**src/rtl/cond_branch_unit_if.sv**
```systemverilog
// Branch-unit bundle: ALU flag inputs, the branch request handshake and the
// registered decision handshake. slave = branch unit, master = requester/consumer.
interface cond_branch_unit_if;
  logic       alu_neg;
  logic       alu_zero;
  logic       alu_ovf;
  logic       alu_cout;
  logic       set_flags;
  logic       reg_zero;
  logic       br_valid;
  logic [1:0] br_type;
  logic       br_ready;
  logic       out_valid;
  logic       out_taken;
  logic       out_ready;
  logic [3:0] flags;

  modport slave (
    input  alu_neg, alu_zero, alu_ovf, alu_cout, set_flags, reg_zero,
    input  br_valid, br_type, out_ready,
    output br_ready, out_valid, out_taken, flags
  );

  modport master (
    output alu_neg, alu_zero, alu_ovf, alu_cout, set_flags, reg_zero,
    output br_valid, br_type, out_ready,
    input  br_ready, out_valid, out_taken, flags
  );
endinterface

```
**src/rtl/cond_branch_unit.sv**
```systemverilog
// Conditional branch resolver: NZVC flag register with same-cycle forwarding
// and a one-entry registered decision buffer with valid/ready handshakes.
module cond_branch_unit (
  input  logic               clk,
  input  logic               reset,
  cond_branch_unit_if.slave  bus
);

  localparam int unsigned FLAG_W = 4;
  localparam int unsigned TYPE_W = 2;

  localparam logic [TYPE_W-1:0] BR_B   = 2'b00;
  localparam logic [TYPE_W-1:0] BR_CBZ = 2'b01;
  localparam logic [TYPE_W-1:0] BR_LT  = 2'b10;
  localparam logic [TYPE_W-1:0] BR_EQ  = 2'b11;

  logic [FLAG_W-1:0] r_flags;
  logic              r_out_valid;
  logic              r_out_taken;

  logic [FLAG_W-1:0] w_alu_flags;
  logic [FLAG_W-1:0] w_eval_flags;
  logic              w_br_ready;
  logic              w_accept;
  logic              w_cond;

  assign w_alu_flags  = {bus.alu_neg, bus.alu_zero, bus.alu_ovf, bus.alu_cout};
  // Flags being written this edge are visible to a branch accepted on the same edge.
  assign w_eval_flags = bus.set_flags ? w_alu_flags : r_flags;

  assign w_br_ready = !reset && (!r_out_valid || bus.out_ready);
  assign w_accept   = bus.br_valid && w_br_ready;

  always_comb begin
    w_cond = 1'b0;
    case (bus.br_type)
      BR_B:    w_cond = 1'b1;
      BR_CBZ:  w_cond = bus.reg_zero;
      BR_LT:   w_cond = w_eval_flags[3] ^ w_eval_flags[1];
      BR_EQ:   w_cond = w_eval_flags[2];
      default: w_cond = 1'b0;
    endcase
  end

  // Flag register updates independently of the branch handshake.
  always_ff @(posedge clk or posedge reset) begin
    if (reset) begin
      r_flags <= FLAG_W'(0);
    end else if (bus.set_flags) begin
      r_flags <= w_alu_flags;
    end
  end

  // One-entry decision buffer: reload on accept, drain on consume, else hold.
  always_ff @(posedge clk or posedge reset) begin
    if (reset) begin
      r_out_valid <= 1'b0;
      r_out_taken <= 1'b0;
    end else if (w_accept) begin
      r_out_valid <= 1'b1;
      r_out_taken <= w_cond;
    end else if (bus.out_ready) begin
      r_out_valid <= 1'b0;
      r_out_taken <= 1'b0;
    end
  end

  assign bus.br_ready  = w_br_ready;
  assign bus.out_valid = r_out_valid;
  assign bus.out_taken = r_out_taken;
  assign bus.flags     = r_flags;

endmodule

```
**src/flat_wrapper.sv**
```systemverilog
// flat-port wrapper written by rule: the top's interface ports become plain ports
module cond_branch_unit_flat 
  (clk, reset, bus_alu_neg, bus_alu_zero, bus_alu_ovf, bus_alu_cout, bus_set_flags, bus_reg_zero, bus_br_valid, bus_br_type, bus_out_ready, bus_br_ready, bus_out_valid, bus_out_taken, bus_flags);
  cond_branch_unit_if bus_i ();
  input  logic clk;
  input  logic reset;
  input wire logic [$bits(bus_i.alu_neg)-1:0] bus_alu_neg;
  input wire logic [$bits(bus_i.alu_zero)-1:0] bus_alu_zero;
  input wire logic [$bits(bus_i.alu_ovf)-1:0] bus_alu_ovf;
  input wire logic [$bits(bus_i.alu_cout)-1:0] bus_alu_cout;
  input wire logic [$bits(bus_i.set_flags)-1:0] bus_set_flags;
  input wire logic [$bits(bus_i.reg_zero)-1:0] bus_reg_zero;
  input wire logic [$bits(bus_i.br_valid)-1:0] bus_br_valid;
  input wire logic [$bits(bus_i.br_type)-1:0] bus_br_type;
  input wire logic [$bits(bus_i.out_ready)-1:0] bus_out_ready;
  output wire logic [$bits(bus_i.br_ready)-1:0] bus_br_ready;
  output wire logic [$bits(bus_i.out_valid)-1:0] bus_out_valid;
  output wire logic [$bits(bus_i.out_taken)-1:0] bus_out_taken;
  output wire logic [$bits(bus_i.flags)-1:0] bus_flags;
  assign bus_i.alu_neg = bus_alu_neg;
  assign bus_i.alu_zero = bus_alu_zero;
  assign bus_i.alu_ovf = bus_alu_ovf;
  assign bus_i.alu_cout = bus_alu_cout;
  assign bus_i.set_flags = bus_set_flags;
  assign bus_i.reg_zero = bus_reg_zero;
  assign bus_i.br_valid = bus_br_valid;
  assign bus_i.br_type = bus_br_type;
  assign bus_i.out_ready = bus_out_ready;
  assign bus_br_ready = bus_i.br_ready;
  assign bus_out_valid = bus_i.out_valid;
  assign bus_out_taken = bus_i.out_taken;
  assign bus_flags = bus_i.flags;
  cond_branch_unit u_core (.clk(clk), .reset(reset), .bus(bus_i));
endmodule
```
**config.mk**
```make
export PLATFORM = sky130hd
export DESIGN_NAME = cond_branch_unit_flat
export DESIGN_NICKNAME = d
export VERILOG_FILES = /design/src/rtl/cond_branch_unit_if.sv /design/src/rtl/cond_branch_unit.sv /design/src/flat_wrapper.sv
export SDC_FILE = /design/constraint.sdc
export NUM_CORES = 1
export LEC_CHECK = 0
export CORE_AREA = 2 2 39 41
export DETAILED_ROUTE_END_ITERATION = 16
export DIE_AREA = 0 0 41 43
export DONT_BUFFER_PORTS = 1
export PLACE_DENSITY_LB_ADDON = 0.25
export SYNTH_ARGS = -nofsm -noshare
export SYNTH_HDL_FRONTEND = slang
export SYNTH_SLANG_ARGS = --single-unit
```
**constraint.sdc**
```tcl
create_clock -name clk -period 1.1 [get_ports clk]
set_input_delay 0.22 -clock clk [delete_from_list [all_inputs] [get_ports clk]]
set_output_delay 0.22 -clock clk [all_outputs]
set_load 0.01 [all_outputs]
```
Yosys cells after proc, flatten, opt, wreduce, memory -nomap -nowiden:

Cells that the tools add are included.

* add/sub/neg operators: 0
* multipliers: 0
* div/mod/pow operators: 0
* magnitude comparators: 0
* equal/unequal tests: 3
* shift-type cells: 0
* multiplexer cells: 5
* bitwise operators: 1
* reductions and logical operators: 7

Operator list (number)
* $eq 2x2->1 const B: 2
* $mux 4: 1
* $pmux 1 s4: 1
* $mux 1: 3
* $eq 2x1->1 const B: 1
* $logic_and 1x1->1: 2
* $logic_not 1->1: 2
* $logic_not 2->1: 1
* $reduce_bool 2->1: 1
* $logic_or 1x1->1: 1
* $xor 1x1->1: 1

* flip-flop bits (word level): 6
* bits in latches: 0
* RAM bits: 0
* ROM bits: 0
* input bits: 12
* output and inout bits: 7
* word-level logic and storage cells: 20
* memories kept: 0

Logic depth before layout (Yosys ltp):

* depth in word-level cells: 5
* mapped depth: 3

Worst setup path after synthesis:

Ideal clock, no wire load.

* path kind: flip-flop to flip-flop
* from: register u_core.r_flags[3], in the netlist u_core.bus.flags[3]
* to: register u_core.r_out_taken, in the netlist u_core.bus.out_taken
* setup time: 0.130 ns
* data arrival time: 0.919 ns
* data required time: 0.970 ns
* slack: 0.051 ns
* stages on the path, launching flop included: 4
* period minus slack after synthesis: 1.049 ns
* cells stage by stage: dfrtp_1 > xor2_1 > o32ai_1 > o31ai_1

* word-level cells in the longest chain between the ends: 4

RTL lines
* start: declaration: line cond_branch_unit.sv:17 `logic [FLAG_W-1:0] r_flags;`
* start signal: assignment: line cond_branch_unit.sv:50 `r_flags <= w_alu_flags;`
* $mux 4
* $xor 1x1->1: line cond_branch_unit.sv:39 `BR_LT: w_cond = w_eval_flags[3] ^ w_eval_flags[1];`
* $pmux 1 s4: line cond_branch_unit.sv:36 `case (bus.br_type)`
* $mux 1: line cond_branch_unit.sv:59 `end else if (w_accept) begin`
* end signal: assignment: line cond_branch_unit.sv:61 `r_out_taken <= w_cond;`
* end: declaration: line cond_branch_unit.sv:19 `logic r_out_taken;`

No other way between the ends.
A chain may end at the register's enable or synchronous reset.

Final worst setup path:

* from: register u_core.r_out_valid, in the netlist u_core.bus.out_valid
* to: output bus_br_ready

* word-level cells in the longest chain between the ends: 3

RTL lines
* start: declaration: line cond_branch_unit.sv:18 `logic r_out_valid;`
* start signal: assignment: line cond_branch_unit.sv:57 `r_out_valid <= 1'b0;`
* start signal: assignment: line cond_branch_unit.sv:60 `r_out_valid <= 1'b1;`
* start signal: assignment: line cond_branch_unit.sv:63 `r_out_valid <= 1'b0;`
* $logic_not 1->1: line cond_branch_unit.sv:31 `assign w_br_ready = !reset && (!r_out_valid || bus.out_ready);`
* $logic_or 1x1->1: line cond_branch_unit.sv:31
* $logic_and 1x1->1: line cond_branch_unit.sv:31
* end: declaration: line flat_wrapper.sv:16 `output wire logic [$bits(bus_i.br_ready)-1:0] bus_br_ready;`

No other way between the ends.

==> flow_summary.json <==
{
  "max_slew_margin": 0.8306,
  "swShare": 0.2485,
  "ys_ff_latch": 6,
  "placed_cell_area_um2": 350.3,
  "synth-edff-count": 0,
  "fin_nets": 48,
  "period_needed_ns": 1.078,
  "seq_power_share": 0.464,
  "max_stage_delay_ns": 0.37,
  "start_kind": "register",
  "ys.flop_type": "dfrtp_1",
  "critPathBufInv": 0,
  "critical_path_class": "reg -> out",
  "vias_per_cell": 4.660,
  "vias": 233,
  "rsz0062_at_grt": "true",
  "crit_path_top_delay_cell": "dfrtp_1",
  "hp-class": "in -> reg",
  "routed_wl_um": 695,
  "grt_pass1_vias": 275,
  "nFillCells": 148,
  "grt_pass1_wl_mm": 1.145,
  "cp_cell_sequence": "nor2b_4, nor2_4",
  "fin_skew_ns": 0.002622,
  "track_usage": 0.1028,
  "grt_max_degree": 7,
  "hold_depth": 1,
  "die_y_um": 43,
  "die_area_mm2": 0.001763,
  "pin_count": 19,
  "avgSynthCellArea_um2": 11.55,
  "clock-sinks": 6,
  "end_kind": "output pin",
  "cp_top_family": "flip-flops",
  "yosysUniqueCellTypes": 14,
  "globalplace.congestion": 0.5925,
  "endpoint": "bus_br_ready",
  "path_depth": 2,
  "p_comb_frac": 0.175,
  "most-common-layout-cells": "dfrtp_1, buf_4, nand2b_1, mux2_2, clkbuf_4",
  "setup_violations": 0,
  "r2r_end": "u_core.bus.out_taken$_DFFE_PP0P_",
  "p_leak_nw": 0.1781,
  "initial_core_util": 0.2170,
  "synth_seq_area_share": 0.5000,
  "cts_max_level": 1,
  "internal_power_mw": 0.4243,
  "layout_commonest_cell": "dfrtp_1",
  "dp_hpwl_um": 554.7,
  "grt_overflow_total": 0,
  "pwr-share-clk": 0.361,
  "rr_worst_depth": 3,
  "std_cell_rows": 14,
  "synthArstFlopShare": 1.000,
  "fin_crit_sh": 0.9799,
  "power.switching_mw": 0.1403,
  "finalNonFillerCells": 50,
  "cp_max_fo": 3,
  "syn_inst": 26,
  "dp.cells": 46,
  "worstMarginPinSlew_ns": 0.2538,
  "worstSkewPairLatency_ns": 0.24,
  "max-clock-path-buffers": 2,
  "startpoint": "u_core.bus.out_valid$_DFFE_PP0P_",
  "crit_arrival_ns": 0.86,
  "drcViolationCount": 0,
  "syn_to_final_growth_pct": 32.50,
  "io_buffers": 0,
  "fin_ws_ns": 0.02211,
  "drt_iter0_markers": 1,
  "cp.required_ns": 0.88,
  "drv_slew": 0,
  "synthesis.nets": 38,
  "irDropWorstVdd_v": 0.0003560,
  "stdcell_area_um2": 397.9,
  "ant_nets": 0,
  "power.density_mw_per_mm2": 1419,
  "dr.pass1.iters": 4,
  "final_util": 0.2875,
  "power_mw": 0.5645,
  "antenna_found_initial": 0,
  "cts_tree": "built",
  "netlist_area_um2": 300.3,
  "numCtsBuffers": 3,
  "core_region_area_mm2": 0.001384,
  "antenna-diode-count": 0,
  "reg2reg_from": "u_core.bus.flags[3]$_DFF_PP0_",
  "clkTransAtPathRegs_ns": 0.05,
  "wl_per_cell_um": 13.90,
  "r2r_slack_ns": 0.05,
  "fmax_ghz": 0.9277,
  "clock-root-buffer": "clkbuf_4",
  "drive_above_1_share": 0.3824,
  "post_cts_buffers": 0,
  "fp.dieW_um": 41,
  "status": "complete, no violations",
  "hold_viol_final": 0,
  "dp_slack_ns": 0.05874,
  "yosys_warnings": 0,
  "cap_viol_max_count": 0
}
==> worst min path at each step <==
| stage | startpoint | end | slack, ns |
|---|---|---|---|
| 3_3_place_gp | reset | u_core.bus.out_valid$_DFFE_PP0P_ | 0.04 |
| 3_5_place_dp | reset | u_core.bus.out_valid$_DFFE_PP0P_ | 0.05 |
| 4_1_cts | bus_alu_cout | u_core.bus.flags[0]$_DFFE_PP0P_ | 0.11 |
| 6_report | bus_alu_cout | u_core.bus.flags[0]$_DFFE_PP0P_ | 0.13 |
| 2_1_floorplan | reset | u_core.bus.flags[0]$_DFFE_PP0P_ | 0.01 |
| 5_1_grt | bus_alu_cout | u_core.bus.flags[0]$_DFFE_PP0P_ | 0.12 |
==> per-stage QoR <==
step                      hold WS (ns)  TNS (ns)
after detailed placement       0.05157         0
after CTS                       0.1146  -0.01087
after global routing            0.1180  -0.02742
after global placement         0.04418         0
final                           0.1266         0
after floorplan                0.01096         0
==> state kept, by name (all words and copies together), names as in the netlist <==
| name | count |
|---|---|
| u_core.bus.out_taken | 1 |
| u_core.bus.out_valid | 1 |
| u_core.bus.flags | 4 |
==> cells in the mapped netlist (all sizes together), types with 2 or more instances <==
| master | count | area, um2 |
|---|---|---|
| mux2 | 4 | 48.79 |
| inv | 2 | 7.510 |
| nor2 | 2 | 7.510 |
| nand2b | 3 | 18.77 |
| dfrtp | 6 | 150.1 |
| xor2 | 2 | 17.52 |
==> layer usage <==
layer / up-vias / part of all wire / GRT usage
met1: 117 / 0.32 / 0.09772
met4: 0 / 0 / 0.08000
met3: 0 / 0.11 / 0.04712
met5: - / 0 / 0
li1: 107 / - / -
met2: 9 / 0.57 / 0.1594
==> area by class of cell <==
type                       instances  area (um2)  area share
clock buffer                       3       22.52     0.05660
inverter                           2       7.507     0.01887
multi-input combinational         18       157.7      0.3962
sequential                         6       150.1      0.3774
tap                               16       20.02     0.05031
timing repair buffer               5       40.04      0.1006
==> worst reg2reg max path: cells and delay by family (launching register included) <==
family,cells,cell delay (ns)
AO/OA/AOI/OAI,2,0.38
flip-flops,1,0.38
XOR/XNOR,1,0.16
==> power groups by stage <==
stage               Combinational, mW  Clock [mW]  Sequential, mW
detailed placement             0.0914           0           0.265
floorplan                      0.0504           0           0.271
global route                    0.107       0.242           0.265
finish                         0.0990       0.204           0.262
global placement               0.0902           0           0.264
CTS                             0.100       0.218           0.262
==> cell families after synthesis <==
logic type / Yosys count / synth area share
flops: 6 / 0.5000
xor+xnor: 2 / 0.05834
simple gates: 8 / 0.1459
compound gates: 4 / 0.1084
buf+inv: 2 / 0.02501
mux: 4 / 0.1625
==> repair_timing <==
action	CTS	global route
resized for setup	4	0
endpoints found under the setup margin	1	1
pin swaps	1	1
hold buffers	1	0
hold endpoints to repair	6	0
Note: power is estimated with default switching activity, not from simulation.
